**src/rtl/decoder3to8_stream.sv**
```systemverilog
// Streaming 3-to-8 one-hot decoder with a 2-entry output FIFO, a self-test
// sweep mode and a wrapping output handshake counter.
module decoder3to8_stream #(
  parameter int CNT_W = 16
) (
  input  logic             clk,
  input  logic             rst_n,
  input  logic             en,
  input  logic [2:0]       code,
  input  logic             in_valid,
  output logic             in_ready,
  input  logic             sweep_start,
  output logic [7:0]       out_onehot,
  output logic             out_valid,
  input  logic             out_ready,
  output logic             busy,
  output logic [CNT_W-1:0] count
);

  typedef enum logic {
    PASS,
    SWEEP
  } state_t;

  localparam logic [CNT_W-1:0] CNT_ONE = {{(CNT_W-1){1'b0}}, 1'b1};

  state_t           state_q, state_d;
  logic [2:0]       sweep_idx_q, sweep_idx_d;
  logic [7:0]       head_q, head_d;
  logic [7:0]       tail_q, tail_d;
  logic [1:0]       fill_q, fill_d;
  logic [CNT_W-1:0] count_q, count_d;
  logic             push;
  logic             pop;
  logic             full;
  logic [7:0]       push_word;

  // in_ready depends only on registered state (plus reset), never on out_ready.
  assign full       = (fill_q == 2'd2);
  assign in_ready   = rst_n && (state_q == PASS) && !full;
  assign out_valid  = (fill_q != 2'd0);
  assign out_onehot = head_q;
  assign busy       = (state_q == SWEEP);
  assign count      = count_q;
  assign pop        = out_valid && out_ready;

  // A sweep request wins over a simultaneous input handshake.
  always_comb begin
    state_d     = state_q;
    sweep_idx_d = sweep_idx_q;
    push        = 1'b0;
    push_word   = 8'h00;
    case (state_q)
      PASS: begin
        if (sweep_start) begin
          state_d     = SWEEP;
          sweep_idx_d = 3'd0;
        end else if (in_valid && in_ready) begin
          push      = 1'b1;
          push_word = en ? (8'h01 << code) : 8'h00;
        end
      end
      SWEEP: begin
        if (!full) begin
          push        = 1'b1;
          push_word   = 8'h01 << sweep_idx_q;
          sweep_idx_d = sweep_idx_q + 3'd1;
          if (sweep_idx_q == 3'd7) begin
            state_d = PASS;
          end
        end
      end
      default: state_d = PASS;
    endcase
  end

  // Unused slots are kept at zero so the head reads 8'h00 whenever empty.
  always_comb begin
    head_d  = head_q;
    tail_d  = tail_q;
    fill_d  = fill_q;
    count_d = pop ? (count_q + CNT_ONE) : count_q;
    case ({push, pop})
      2'b10: begin
        if (fill_q == 2'd0) begin
          head_d = push_word;
        end else begin
          tail_d = push_word;
        end
        fill_d = fill_q + 2'd1;
      end
      2'b01: begin
        head_d = tail_q;
        tail_d = 8'h00;
        fill_d = fill_q - 2'd1;
      end
      2'b11: begin
        if (fill_q == 2'd1) begin
          head_d = push_word;
        end else begin
          head_d = tail_q;
          tail_d = push_word;
        end
      end
      default: ;
    endcase
  end

  always_ff @(posedge clk or negedge rst_n) begin
    if (!rst_n) begin
      state_q     <= PASS;
      sweep_idx_q <= 3'd0;
      head_q      <= 8'h00;
      tail_q      <= 8'h00;
      fill_q      <= 2'd0;
      count_q     <= '0;
    end else begin
      state_q     <= state_d;
      sweep_idx_q <= sweep_idx_d;
      head_q      <= head_d;
      tail_q      <= tail_d;
      fill_q      <= fill_d;
      count_q     <= count_d;
    end
  end

endmodule

```
**config.mk**
```make
export PLATFORM = sky130hd
export DESIGN_NAME = decoder3to8_stream
export DESIGN_NICKNAME = d
export VERILOG_FILES = /design/src/rtl/decoder3to8_stream.sv
export SDC_FILE = /design/constraint.sdc
export NUM_CORES = 1
export LEC_CHECK = 0
export BUFFER_PORTS_ARGS = -buffer_cell sky130_fd_sc_hd__buf_2
export CAP_MARGIN = 20
export CORE_AREA = 2 2 74 76
export DETAILED_ROUTE_END_ITERATION = 8
export DIE_AREA = 0 0 76 78
export PLACE_DENSITY = 0.66
export SLEW_MARGIN = 0
export SYNTH_ARGS = -nofsm -noshare
export SYNTH_HDL_FRONTEND = slang
export SYNTH_SLANG_ARGS = --single-unit
```
**constraint.sdc**
```tcl
create_clock -name clk -period 2.6 [get_ports clk]
set_input_delay 0.52 -clock clk [delete_from_list [all_inputs] [get_ports clk]]
set_output_delay 0.52 -clock clk [all_outputs]
set_load 0.1 [all_outputs]
```
== After elaboration in Yosys (flattened, before gate mapping) ==
Index checks and enable logic that the tools add are counted.

* Bits in registers: 38
* Logic and storage cells: 59
* Input port bits: 9
* Output and inout port bits: 27

* Bitwise operators: 1
* Reduce and logical (&&, ||, !) cells: 12
* Shift-type cells: 2
* Add/subtract/negate cells: 4
* Eq/ne operators: 11
* Mux-type cells: 23

{| class="wikitable"
|+ Operators with widths
! operator !! number
|-
| 8-bit 2-to-1 mux || 8
|-
| 8-bit one-hot mux with 3 select lines || 2
|-
| 16-bit by 1-bit adder with 16-bit output, second input constant || 1
|-
| 8-bit one-hot mux with 2 select lines || 1
|-
| 1-bit by 3-bit left shift with 8-bit output, first input constant || 2
|-
| 2-bit inequality test, second input constant || 5
|-
| 2-bit equality test, second input constant || 3
|-
| 1-bit 2-to-1 mux || 6
|-
| 3-bit 2-to-1 mux || 2
|-
| 3-bit one-hot mux with 2 select lines || 1
|-
| 2-bit by 1-bit equality test with 1-bit output, second input constant || 2
|-
| 1-bit logical AND || 4
|-
| 1-bit one-hot mux with 2 select lines || 2
|-
| 2-bit one-hot mux with 2 select lines || 1
|-
| 2-bit AND reduction || 2
|-
| 2-bit nonzero test || 2
|-
| 3-bit by 1-bit adder with 3-bit output, second input constant || 1
|-
| 3-bit equality test, second input constant || 1
|-
| 3-bit AND reduction || 1
|-
| 3-bit nonzero test || 1
|-
| 2-bit by 1-bit adder with 2-bit output, second input constant || 1
|-
| 2-bit logical NOT || 1
|-
| 2-bit by 1-bit subtractor with 2-bit output, second input constant || 1
|-
| 1-bit logical NOT || 1
|-
| 1-bit NOT || 1
|}

== Longest topological paths before layout ==
* Depth in word-level cells: 10
* Gate-level depth with buffers: 11

== Worst setup path after synthesis ==
No wires, ideal clock.

* Path kind: register to output
* From: register state_q (netlist: busy)
* To: output in_ready
* Slack: -1219 ps
* Path buffers: 1
* Arrival time: 3299 ps
* Stages on the path, launching flop included: 3
* Data required time: 2080 ps
* Cells stage by stage: dfrtp_1 -> buf_2 -> nor3b_1

* Longest elaborated chain between the ends: 3

{| class="wikitable"
|+ RTL lines
! item !! RTL line !! RTL
|-
| from (decl) || 27 || <nowiki>state_t state_q, state_d;</nowiki>
|-
| from (signal assigned) || 118 || <nowiki>state_q <= state_d;</nowiki>
|-
| 1-bit NOT || -- ||
|-
| 1-bit logical AND (2 in a row) || 40 || <nowiki>assign in_ready = rst_n && (state_q == PASS) && !full;</nowiki>
|-
| to (decl) || 11 || <nowiki>output logic in_ready,</nowiki>
|}

Every way passes these cells.

== Worst setup path in the final report ==
* From: register fill_q[0]
* To: register tail_q[4]

* Elaborated cells on any way between the ends: 26
* Classes of those cells: 7 x eq/ne; 11 x mux; 8 x reduce/logical

{| class="wikitable"
|+ RTL lines
! item !! RTL line !! RTL
|-
| from (decl) || 31 || <nowiki>logic [1:0] fill_q, fill_d;</nowiki>
|-
| from (signal assigned) || 122 || <nowiki>fill_q <= fill_d;</nowiki>
|-
| 2-bit nonzero test * || 41 || <nowiki>assign out_valid = (fill_q != 2'd0);</nowiki>
|-
| 1-bit logical AND * || 45 || <nowiki>assign pop = out_valid && out_ready;</nowiki>
|-
| net pop || 34 || <nowiki>logic pop;</nowiki>
|-
| 2-bit equality test or 2-bit by 1-bit equality test with 1-bit output (tied branches) || 83 || <nowiki>case ({push, pop})</nowiki>
|-
| 2-bit inequality test (no source line) or 3-bit nonzero test (tied branches) || -- ||
|-
| 3-bit AND reduction (no source line) || -- ||
|-
| to (signal assigned) || 121 || <nowiki>tail_q <= tail_d;</nowiki>
|-
| to (decl) || 30 || <nowiki>logic [7:0] tail_q, tail_d;</nowiki>
|}

Mark *: on every way through the listed nets, which the timed path passes. The rest lies on a longest branch. The select of a mux whose other input is x is not followed.
A chain may end at the register's enable or synchronous reset.

==> flow_summary.yaml <==
worst_setup_path:
  cp-endpoint: "tail_q[4]"
  startpoint_type: "flip-flop"
  crit_arrival_ns: 2.51
  rr_endpoint: "tail_q[4]"
  cp_max_fo: 8
  r2r_cells: 9
  r2r_start: "fill_q[0]"
  crit_start: "fill_q[0]"
  setup.reg_to_reg.worst_slack_ns: 0.29
  crit_type: "reg -> reg"
  crit_required_ns: 2.80
  setup.worst_path.end_class: "flip-flop"
route:
  avgViaCountPerCell: 5.09
  ant_nets: 0
  drtIter0Drc: 126
  wire_per_inst_um: 13.9
  wirelength_um: 4140
  firstDrtPassIters: 4
  drcViolationCount: 0
  num_vias: 1511
cells_and_area:
  nets: 249
  nFillCells: 482
  final_layout_size_suffix_gt1_share_pct: 24.2
  instances_no_fill: 297
  num_antenna_cells: 0
  syn_to_final_growth_pct: 21.6
global_routing:
  antenna_found_initial: 0
  grt_pass1_wl_um: 6930
  grt_max_degree: 42
  overflow: 0
  first_global_vias: 1444
  grtUsageTotal_pct: 14.5
clock_tree:
  cts_tree: "done"
  clk_latency_ns: 0.29
  root_buffer: "clkbuf_8"
  ctsHoldBuffers: 0
  h-tree-depth: 2
  path_clk_slew_ns: 0.08
  postCtsSetupRepairBufs: 0
  cts_buffer_depth: 2
  cts_resized: 0
  numCtsBuffers: 5
  clock_sinks: 38
place:
  dp_cells: 289
  portBuffers: 35
  dp_slack_ns: 0.261
  gp_congestion: 0.808
  hpwl_um: 3010
synth:
  synthTopCellsByArea: "dfrtp_1, ha_1, a221o_1"
  yosys-top-cells-count: "dfrtp_1, nand2_1, ha_1"
  ys_types: 35
  synth_seq_cells: 38
  avgSynthCellArea_um2: 10.6
  synth_nets: 209
  syn_area_mm2: 0.00197
  syn-instance-count: 186
  yosysSeqAreaShare_pct: 48.4
  synth_top_area_cell: "dfrtp_1"
  yosysWarnings: 0
  yosys.cell_count.top_type: "dfrtp_1"
  ys.flop_type: "dfrtp_1"
  synth_top_area_share_pct: 48.4
  synth_edf_count: 0
  async_flop_share_pct: 100
sta:
  worst_pin_slew_ns: 0.619
  fmax_ghz: 0.433
  rsz0062_at_grt: "no"
  fin_crit_sh_pct: 88.9
  setup_tns_ns: 0
  finalSetupViolations: 0
  maxSlewHeadroom_pct: 58.4
  timing_hold_violations_final: 0
  slew_viol_final: 0
  min_period_ns: 2.31
  clock_skew_ns: 0.00718
  fin_ws_ns: 0.288
run_status:
  status: "completed"
worst_hold_path:
  hold_path.class: "in -> async"
floorplan:
  die_x_um: 76
  die_h_um: 78
  core_mm2: 0.00504
  placementRows: 26
  die_area_mm2: 0.00593
  start_util_pct: 39.0
  ios: 36
run:
  drv_cap: 0
[cells in the final DEF (no fill, tap or decap), types with 6 or more instances in the layout]
cell type | netlist | routed
dfrtp_1 | 38 | 37
buf_2 | 3 | 34
nand2_1 | 20 | 20
ha_1 | 14 | 14
a21oi_1 | 12 | 12
inv_1 | 9 | 9
nor2_1 | 9 | 9
a221o_1 | 9 | 9
o21ai_0 | 9 | 9
xnor2_1 | 9 | 9
xor2_1 | 8 | 8
a32oi_1 | 8 | 8
nand3_1 | 6 | 6
clkbuf_8 | 0 | 6
[state kept, by name, summed over array words and instances, names as in the netlist]
signal       cells
busy             1
count           16
fill_q           2
out_onehot       8
sweep_idx_q      3
tail_q           8
[critical path, stage by stage (launching register included)]
cell and delay, ns:
dfrtp_1 0.41, inv_1 0.09, ha_1 0.22, inv_2 0.05
nand2_1 0.17, inv_2 0.12, ha_1 0.24, a221o_1 0.36
or2_0 0.33, o21ai_0 0.24
[area by class of cell]
class                      count  area (um2)  share of cell area, %
multi-input combinational    132         955                   39.9
sequential                    38         952                   39.8
timing repair buffer          38         213                   8.90
tap                           70        87.6                   3.66
clock buffer                   6        82.6                   3.45
clock inverter                 2        60.1                   2.51
inverter                      11        41.3                   1.73
[routing by layer]
metal  wire, um  up-vias  track usage [%]  share of wire, %
met5          0        -                0                 0
met1       1930      719             18.8                47
met3        152        8             3.49               3.7
li1           -      747                -                 -
met4         77        0             6.18               1.9
met2       1980       37             23.3                48
[metrics by stage]
stage	hold slack, ns	utilization, %	area, um2
2_1_floorplan	0.224	-	1980
3_3_place_gp	0.457	44.6	2250
3_5_place_dp	0.455	44.6	2250
4_1_cts	0.340	47.4	2390
5_1_grt	0.359	47.4	2390
6_report	0.324	47.4	2390
[worst min path at each step]
stage / from / to / slack (ns)
floorplan: rst_n / busy / 0.22
global placement: count[15] / count[15] / 0.46
detailed placement: count[15] / count[15] / 0.45
CTS: rst_n / count[9] / 0.34
global route: rst_n / count[9] / 0.36
finish: rst_n / count[9] / 0.32
[cells by family (layout without fill, tap and decap cells)]
group	count (synthesis)	after routing	synth area share [%]
flip-flops	38	38	48.4
XOR/XNOR	17	17	7.58
adder cells (fa/ha/maj)	14	14	8.91
AND/OR/NAND/NOR	59	59	16.2
buffers and inverters	16	57	3.63
multiplexers	1	1	0.573
AO/OA/AOI/OAI	41	41	14.7
Power is left out: the tool's default activity adds up to more than one toggle a clock period on the data nets, which glitch-free logic cannot reach.
